$ cat src/rtl/sw_input_encoder_if.sv
// Event channel carrying one debounced switch snapshot and its priority code.
// Latency: none, this is a bundle of wires.
// Backpressure: the consumer holds ev_ready low to keep an event pending.
interface sw_input_encoder_if #(
    parameter int WIDTH = 4
);
    logic             ev_valid;
    logic             ev_ready;
    logic [WIDTH-1:0] ev_stable;
    logic [1:0]       ev_code;

    // Producer side: the encoder issuing events.
    modport master (
        output ev_valid,
        output ev_stable,
        output ev_code,
        input  ev_ready
    );

    // Consumer side: whatever acknowledges the events.
    modport slave (
        input  ev_valid,
        input  ev_stable,
        input  ev_code,
        output ev_ready
    );
endinterface

$ cat src/rtl/sw_input_encoder.sv
// Synchronise, debounce and priority-encode slide switches; issue each change as an event.
// Latency: 2 sync edges + DEBOUNCE_CYCLES edges from a held SW change to sw_stable/code/event.
// Backpressure: an unaccepted event is overwritten by a newer one and sets sticky overflow.
module sw_input_encoder #(
    parameter int WIDTH           = 4,
    parameter int DEBOUNCE_CYCLES = 1000000,
    parameter int CNT_W           = 20
) (
    input  logic                 clk,
    input  logic                 rst_n,
    input  logic [WIDTH-1:0]     SW,
    output logic [WIDTH-1:0]     sw_stable,
    output logic [1:0]           code,
    output logic                 code_valid,
    sw_input_encoder_if.master   ev,
    output logic                 overflow
);

    localparam logic [CNT_W-1:0] CNT_LAST = CNT_W'(DEBOUNCE_CYCLES - 1);

    logic [WIDTH-1:0] sync1;
    logic [WIDTH-1:0] sync2;
    logic [CNT_W-1:0] cnt     [WIDTH];
    logic [CNT_W-1:0] cnt_nxt [WIDTH];
    logic [WIDTH-1:0] stable_nxt;
    logic             chg;

    // Highest set bit wins; an all-zero vector also encodes to 0.
    function automatic logic [1:0] enc4(input logic [3:0] v);
        logic [1:0] r;
        casez (v)
            4'b1???: r = 2'd3;
            4'b01??: r = 2'd2;
            4'b001?: r = 2'd1;
            default: r = 2'd0;
        endcase
        return r;
    endfunction

    // Two-flop synchroniser for the asynchronous switch levels.
    always_ff @(posedge clk or negedge rst_n) begin
        if (!rst_n) begin
            sync1 <= '0;
            sync2 <= '0;
        end else begin
            sync1 <= SW;
            sync2 <= sync1;
        end
    end

    // Per-bit debounce: a new level must persist for DEBOUNCE_CYCLES cycles;
    // any return to the stable level restarts that bit's count.
    always_comb begin
        stable_nxt = sw_stable;
        for (int i = 0; i < WIDTH; i++) begin
            cnt_nxt[i] = '0;
            if (sync2[i] != sw_stable[i]) begin
                if (cnt[i] == CNT_LAST) begin
                    stable_nxt[i] = sync2[i];
                end else begin
                    cnt_nxt[i] = cnt[i] + CNT_W'(1);
                end
            end
        end
        chg = (stable_nxt != sw_stable);
    end

    // Debounce state, plus the encoder registered from the next stable value
    // so that code/code_valid move on the same edge as sw_stable.
    always_ff @(posedge clk or negedge rst_n) begin
        if (!rst_n) begin
            for (int i = 0; i < WIDTH; i++) begin
                cnt[i] <= '0;
            end
            sw_stable  <= '0;
            code       <= '0;
            code_valid <= 1'b0;
        end else begin
            for (int i = 0; i < WIDTH; i++) begin
                cnt[i] <= cnt_nxt[i];
            end
            sw_stable  <= stable_nxt;
            code       <= enc4(stable_nxt);
            code_valid <= |stable_nxt;
        end
    end

    // Event register: a change always loads the newest snapshot; overwriting an
    // event the consumer has not taken marks overflow, which only reset clears.
    always_ff @(posedge clk or negedge rst_n) begin
        if (!rst_n) begin
            ev.ev_valid  <= 1'b0;
            ev.ev_stable <= '0;
            ev.ev_code   <= '0;
            overflow     <= 1'b0;
        end else if (chg) begin
            ev.ev_valid  <= 1'b1;
            ev.ev_stable <= stable_nxt;
            ev.ev_code   <= enc4(stable_nxt);
            if (ev.ev_valid && !ev.ev_ready) begin
                overflow <= 1'b1;
            end
        end else if (ev.ev_valid && ev.ev_ready) begin
            ev.ev_valid <= 1'b0;
        end
    end

endmodule
$ cat src/flat_wrapper.sv
// flat-port wrapper written by rule: the top's interface ports become plain ports
module sw_input_encoder_flat 
#(
    parameter int WIDTH           = 4,
    parameter int DEBOUNCE_CYCLES = 1000000,
    parameter int CNT_W           = 20
)
  (clk, rst_n, SW, sw_stable, code, code_valid, overflow, ev_ev_valid, ev_ev_stable, ev_ev_code, ev_ev_ready);
  sw_input_encoder_if #(.WIDTH(WIDTH)) ev_i ();
  input  logic clk;
  input  logic rst_n;
  input  logic [WIDTH-1:0] SW;
  output logic [WIDTH-1:0] sw_stable;
  output logic [1:0] code;
  output logic code_valid;
  output logic overflow;
  output wire logic [$bits(ev_i.ev_valid)-1:0] ev_ev_valid;
  output wire logic [$bits(ev_i.ev_stable)-1:0] ev_ev_stable;
  output wire logic [$bits(ev_i.ev_code)-1:0] ev_ev_code;
  input wire logic [$bits(ev_i.ev_ready)-1:0] ev_ev_ready;
  assign ev_ev_valid = ev_i.ev_valid;
  assign ev_ev_stable = ev_i.ev_stable;
  assign ev_ev_code = ev_i.ev_code;
  assign ev_i.ev_ready = ev_ev_ready;
  sw_input_encoder #(.WIDTH(WIDTH), .DEBOUNCE_CYCLES(DEBOUNCE_CYCLES), .CNT_W(CNT_W)) u_core (.clk(clk), .rst_n(rst_n), .SW(SW), .sw_stable(sw_stable), .code(code), .code_valid(code_valid), .ev(ev_i), .overflow(overflow));
endmodule
$ cat config.mk
export PLATFORM = sky130hd
export DESIGN_NAME = sw_input_encoder_flat
export DESIGN_NICKNAME = d
export VERILOG_FILES = /design/src/rtl/sw_input_encoder_if.sv /design/src/rtl/sw_input_encoder.sv /design/src/flat_wrapper.sv
export SDC_FILE = /design/constraint.sdc
export NUM_CORES = 1
export LEC_CHECK = 0
export ABC_CLOCK_PERIOD_IN_PS = 2100
export CORE_ASPECT_RATIO = 1.25
export CORE_UTILIZATION = 40
export DETAILED_ROUTE_END_ITERATION = 10
export GPL_ROUTABILITY_DRIVEN = 0
export SETUP_SLACK_MARGIN = 0.5
export SYNTH_ARGS = -nofsm -noshare
export SYNTH_HDL_FRONTEND = slang
export SYNTH_SLANG_ARGS = --single-unit
$ cat constraint.sdc
create_clock -name clk -period 2.1 [get_ports clk]
set_input_delay 0.21 -clock clk [delete_from_list [all_inputs] [get_ports clk]]
set_output_delay 0.21 -clock clk [all_outputs]
set_load 0.005 [all_outputs]
-- After elaboration in Yosys (flattened, before gate mapping)
Index checks and enable logic that the tools add are counted.
- register bits after elaboration: 103
- bits of input ports: 7
- output and inout port bits: 15
- logic and storage cells: 53
- add/subtract/negate cells: 4
- equal/unequal tests: 11
- muxes and demuxes: 19
- reductions and logical operators: 6
- operators by type and width (cell ; count):
    20-bit two-way mux ; 8
    20-bit by 1-bit adder with 20-bit output (second input constant) ; 4
    20-bit == test (second input constant) ; 4
    1-bit two-way mux ; 10
    2-bit one-hot mux with 3 select lines ; 1
    1-bit inequality test ; 4
    4-bit inequality test ; 1
    4-bit OR reduction ; 1
    3-bit by 1-bit == test with 1-bit output (second input constant) ; 1
    2-bit by 1-bit == test with 1-bit output (second input constant) ; 1
    1-bit logical AND ; 2
    2-bit AND reduction ; 1
    2-bit nonzero test ; 1
    1-bit logical NOT ; 1

-- Depth between registers and ports, before layout
- depth after elaboration: 5
- gate-level depth with buffers: 9
- gate-level depth less buffers: 6

-- Worst setup path before layout
OpenSTA, ideal clock, no wires.
- path type: flip-flop to flip-flop
- start: register u_core.cnt[27] in the netlist's numbering
- end: register u_core.ev.ev_code[1]
- library setup time: 0.125 ns
- arrival time: 2.223 ns
- data required time: 1.975 ns
- setup slack: -0.248 ns
- stages on the path, launching flop included: 7
- buffers on the path: 1
- clock period less this slack: 2.348 ns
- cells stage by stage: dfrtp_1 -> or4_4 -> or4_4 -> o22ai_2 -> or2_1 -> buf_6 -> mux2_4
- cells in the longest elaborated chain, start to end: 5
- elaborated cells on any way between the ends: 7
- those cells by class: eq/ne (4); mux (3)
- ends and longest elaborated chain (element ; line ; source):
    start, declared ; sw_input_encoder.sv:23 ; logic [CNT_W-1:0] cnt [WIDTH];
    start signal, assigned by index ; sw_input_encoder.sv:80 ; cnt[i] <= cnt_nxt[i];
    20-bit == test (*) ; sw_input_encoder.sv:58 ; if (cnt[i] == CNT_LAST) begin
    1-bit two-way mux (*) ; sw_input_encoder.sv:58 ;
    1-bit two-way mux (*) ; sw_input_encoder.sv:57 ; if (sync2[i] != sw_stable[i]) begin
    3-bit by 1-bit == test with 1-bit output or 2-bit by 1-bit == test with 1-bit output (tied branches) ; sw_input_encoder.sv:31 ; casez (v)
    2-bit one-hot mux with 3 select lines ; sw_input_encoder.sv:31 ;
    end signal, assigned ; sw_input_encoder.sv:99 ; ev.ev_code <= enc4(stable_nxt);
    end, declared ; sw_input_encoder_if.sv:16 ; output ev_code,
Mark *: on every way between the ends. The rest lies on a longest branch, timed or not.
A chain may end at the register's enable or synchronous reset.

-- Worst setup path in the final report
- start: register u_core.cnt[31] in the netlist's numbering
- end: register u_core.ev.ev_code[1]
Same word-level chain as after synthesis.

==> run metrics <==
status complete, but fails checks; violated checks setup timing; Synth Warn # 0; Clk pwr share 0.444; synthesized net count 471; async set-or-reset flop fraction in the synthesized netlist 1.00; Root Buffer Master clkbuf_16; antenna diode count 0; nature of the critical path endpoint register; routed via count divided by cell count 5.05; arrival time at the worst endpoint 2610 ps; maximum frequency from static timing analysis 418 MHz; min cycle time layout 2390 ps; deepest clock path buffer count 2; first-iteration detailed-routing DRC count 137; final setup violating endpoints 11; global-route wire length before repair 18200 um; total iterations of the first detailed-routing run 4; number of clock sinks 103; FF+latch count, synth 103; CP cell instances or4_4 > or4_4 > o22ai_4 > or2_4 > buf_4 > mux2_4; die extent in y 124 um; CTS H-tree lvls 3; largest net degree at the start of global routing 58; final hold violation count 0; headroom to the max-slew limit 0.359; most frequently used flop master after synthesis dfrtp_1; number of global-route vias before repair 3773; PwrDens 595 nW/um2; clock insertion delay at the later pin of the skew report 340 ps; Mapped Cells 460; pre-CTS setup slack -314 ps; drc violations 0; cell repeated most along the worst path or4_4; share of power burned in registers 0.499; HPWL reported at the end of detailed placement 6770 um; Design Power 4.07 mW; cell family with the largest share of critical-path delay simple AND/OR/NAND/NOR gates; floorplan core area 11600 um2; Internal Power 3.18 mW; count of nets after finishing 577; clock-pin slew on the worst setup and hold paths 70 ps; library cell contributing the largest single delay on the critical path or4_4; combined buffer and inverter count along the critical path 1; Setup WS post-layout -293 ps; Area Growth Syn to Fin 42.7%; vias after detailed routing 3693; Worst EP required 2320 ps; Switching Share 0.217; TritonCTS clock tree done; Final Util 0.589; total of buffers placed on input and output ports 21; Avg Inst Size Synth 10.4 um2; GR Util All Layers 0.186; number of top-level pins 22; number of synthesized flops with an enable pin 0; Max FO, Critical Path 3; peak ir drop on the vdd network 0.443 mV; largest incremental delay on the critical path 590 ps; count of unique library cells instantiated by Yosys 50; Num CTS Buffers 9; initial cell density of the core 0.412; number of max-capacitance violations reported 0; proportion of synthesized chip area in sequential cells 0.538; antenna viol nets, final 0; area of the mapped netlist 4790 um2; type of the worst setup path reg2reg; fraction of layout cells with a size suffix above 1 0.364; worst-case clock skew 10.4 ps; Avg WL per Cell 14.9 um; hold-critical path depth 1; leakage power 2.78 nW; number of standard-cell rows in the floorplan 44; RSZ-0062 raised after global routing true; number of fill cells 933; placed inst area 5580 um2; Max Slew Vio Count 0; hold crit path type in2reg; part of the power in combinational logic 0.057; wire length after detailed routing 10900 um; net switching power figure 884 uW; gr ovfl total 0; number of antenna violations at the first check in global routing 0; worst-margin pin slew 960 ps; WP depth 6; fin area 6840 um2; Die ar. 12400 um2; part of the cycle the worst path needs 1.14; kind of start point of the critical path register; number of cells traversed by the worst register-to-register path 6; die width 99.9 um
## final timing paths
path / from / slack [ps] / to
setup / recovery: u_core.cnt[31]$_DFF_PN0_ / -290 / u_core.ev.ev_code[1]$_DFFE_PN0P_
hold / removal: SW[1] / 300 / u_core.sync1[1]$_DFF_PN0_
setup reg to reg: u_core.cnt[31]$_DFF_PN0_ / -290 / u_core.ev.ev_code[1]$_DFFE_PN0P_
hold reg to reg: u_core.sync1[3]$_DFF_PN0_ / 350 / u_core.sync2[3]$_DFF_PN0_
max in group asynchronous: rst_n / 960 / u_core.cnt[23]$_DFF_PN0_
min in group asynchronous: rst_n / 480 / u_core.cnt[55]$_DFF_PN0_
## cells in the mapped netlist (3+ instances only)
master	number	area [um2]
nand4b_1	3	26.3
nor2_1	82	308
dfrtp_1	103	2580
nor4_1	10	62.6
xor2_1	27	236
clkbuf_1	3	11.3
nand4_1	14	87.6
nand3_1	28	140
inv_1	11	41.3
xnor2_1	49	429
nand2_1	31	116
and4_1	7	61.3
mux2_4	4	60.1
nor3_1	20	100
ha_1	4	50.1
and2_1	7	43.8
and3_1	15	93.8
## layout by cell type, fill, tap and decap left out, types with 4 or more instances in the layout
cell             count
nor4_1               5
clkbuf_16           11
nand4_1             14
clkdlybuf4s50_1     20
dfrtp_1            101
and4_1               7
and2_1               4
mux2_4               5
nor2_1              34
and3_4               9
nand3_2              6
inv_1               10
and3_1               7
nor3_1              17
nand2_8             11
xnor2_1             49
buf_4               66
nand3_1             22
nor2_2              17
nor2_4              31
xor2_1              26
nand2_1             25
## cell families (layout without fill, tap and decap cells)
logic type / count (synthesis) / in the layout / share of synthesized area
compound gates: 12 / 12 / 0.0185
xor+xnor: 76 / 76 / 0.139
fa+ha+maj: 4 / 4 / 0.0104
buf+inv: 18 / 121 / 0.0175
flops: 103 / 103 / 0.538
mux: 5 / 5 / 0.0149
simple gates: 242 / 250 / 0.262
## power by group through the flow
stage          Combinational (mW)  Clock (mW)  Sequential, mW
6_report                    0.231        1.81            2.03
5_1_grt                     0.257        1.94            2.03
4_1_cts                     0.195        1.85            2.03
3_5_place_dp                0.136           0            2.07
3_3_place_gp                0.134           0            2.07
2_1_floorplan              0.0545           0            2.07
## metal layers
| metal | vias up | track usage | part of all wire |
|---|---|---|---|
| met3 | 8 | 0.0370 | 0.023 |
| met2 | 43 | 0.302 | 0.52 |
| met1 | 1831 | 0.253 | 0.45 |
| li1 | 1811 | - | - |
| met5 | - | 0 | 0 |
| met4 | 0 | 0.0519 | 0.0070 |
## flip-flops by register name (all words and copies together), names as in the netlist
register,count
u_core.ev.ev_valid,1
u_core.sw_stable,4
u_core.code,2
u_core.overflow,1
u_core.ev.ev_stable,4
u_core.code_valid,1
u_core.sync2,4
u_core.cnt,80
u_core.ev.ev_code,2
u_core.sync1,4
## stage by stage
step | hold slack [ps] | instances | setup TNS (ps)
5_1_grt | 301 | 732 | -2350
4_1_cts | 291 | 719 | -1600
3_5_place_dp | 326 | 681 | -1730
3_3_place_gp | 326 | 681 | -1260
2_1_floorplan | -85.6 | 460 | -967
6_report | 305 | 732 | -1680
## final cells by class
cell class	instances	area (um2)	area share
inverter	11	41.3	0.00604
multi-input combinational	347	2850	0.417
sequential	103	2580	0.377
timing repair buffer	94	838	0.123
tap	161	201	0.0295
clock buffer	11	243	0.0355
clock inverter	5	81.3	0.0119
## timing repair
action / in CTS / in global routing
gates cloned: 6 / 5
hold endpoints to repair: 54 / 0
setup endpoints to repair: 91 / 94
pin swaps: 45 / 12
hold buffers: 1 / 0
gates resized for setup: 75 / 64
buffers inserted: 15 / 8
## worst register-to-register path: stages (launching register included)
cell and delay, ps:
dfrtp_1 390, or4_4 540, or4_4 590, o22ai_4 190
or2_4 160, buf_4 120, mux2_4 290
Note: power is estimated with default switching activity, not from simulation.
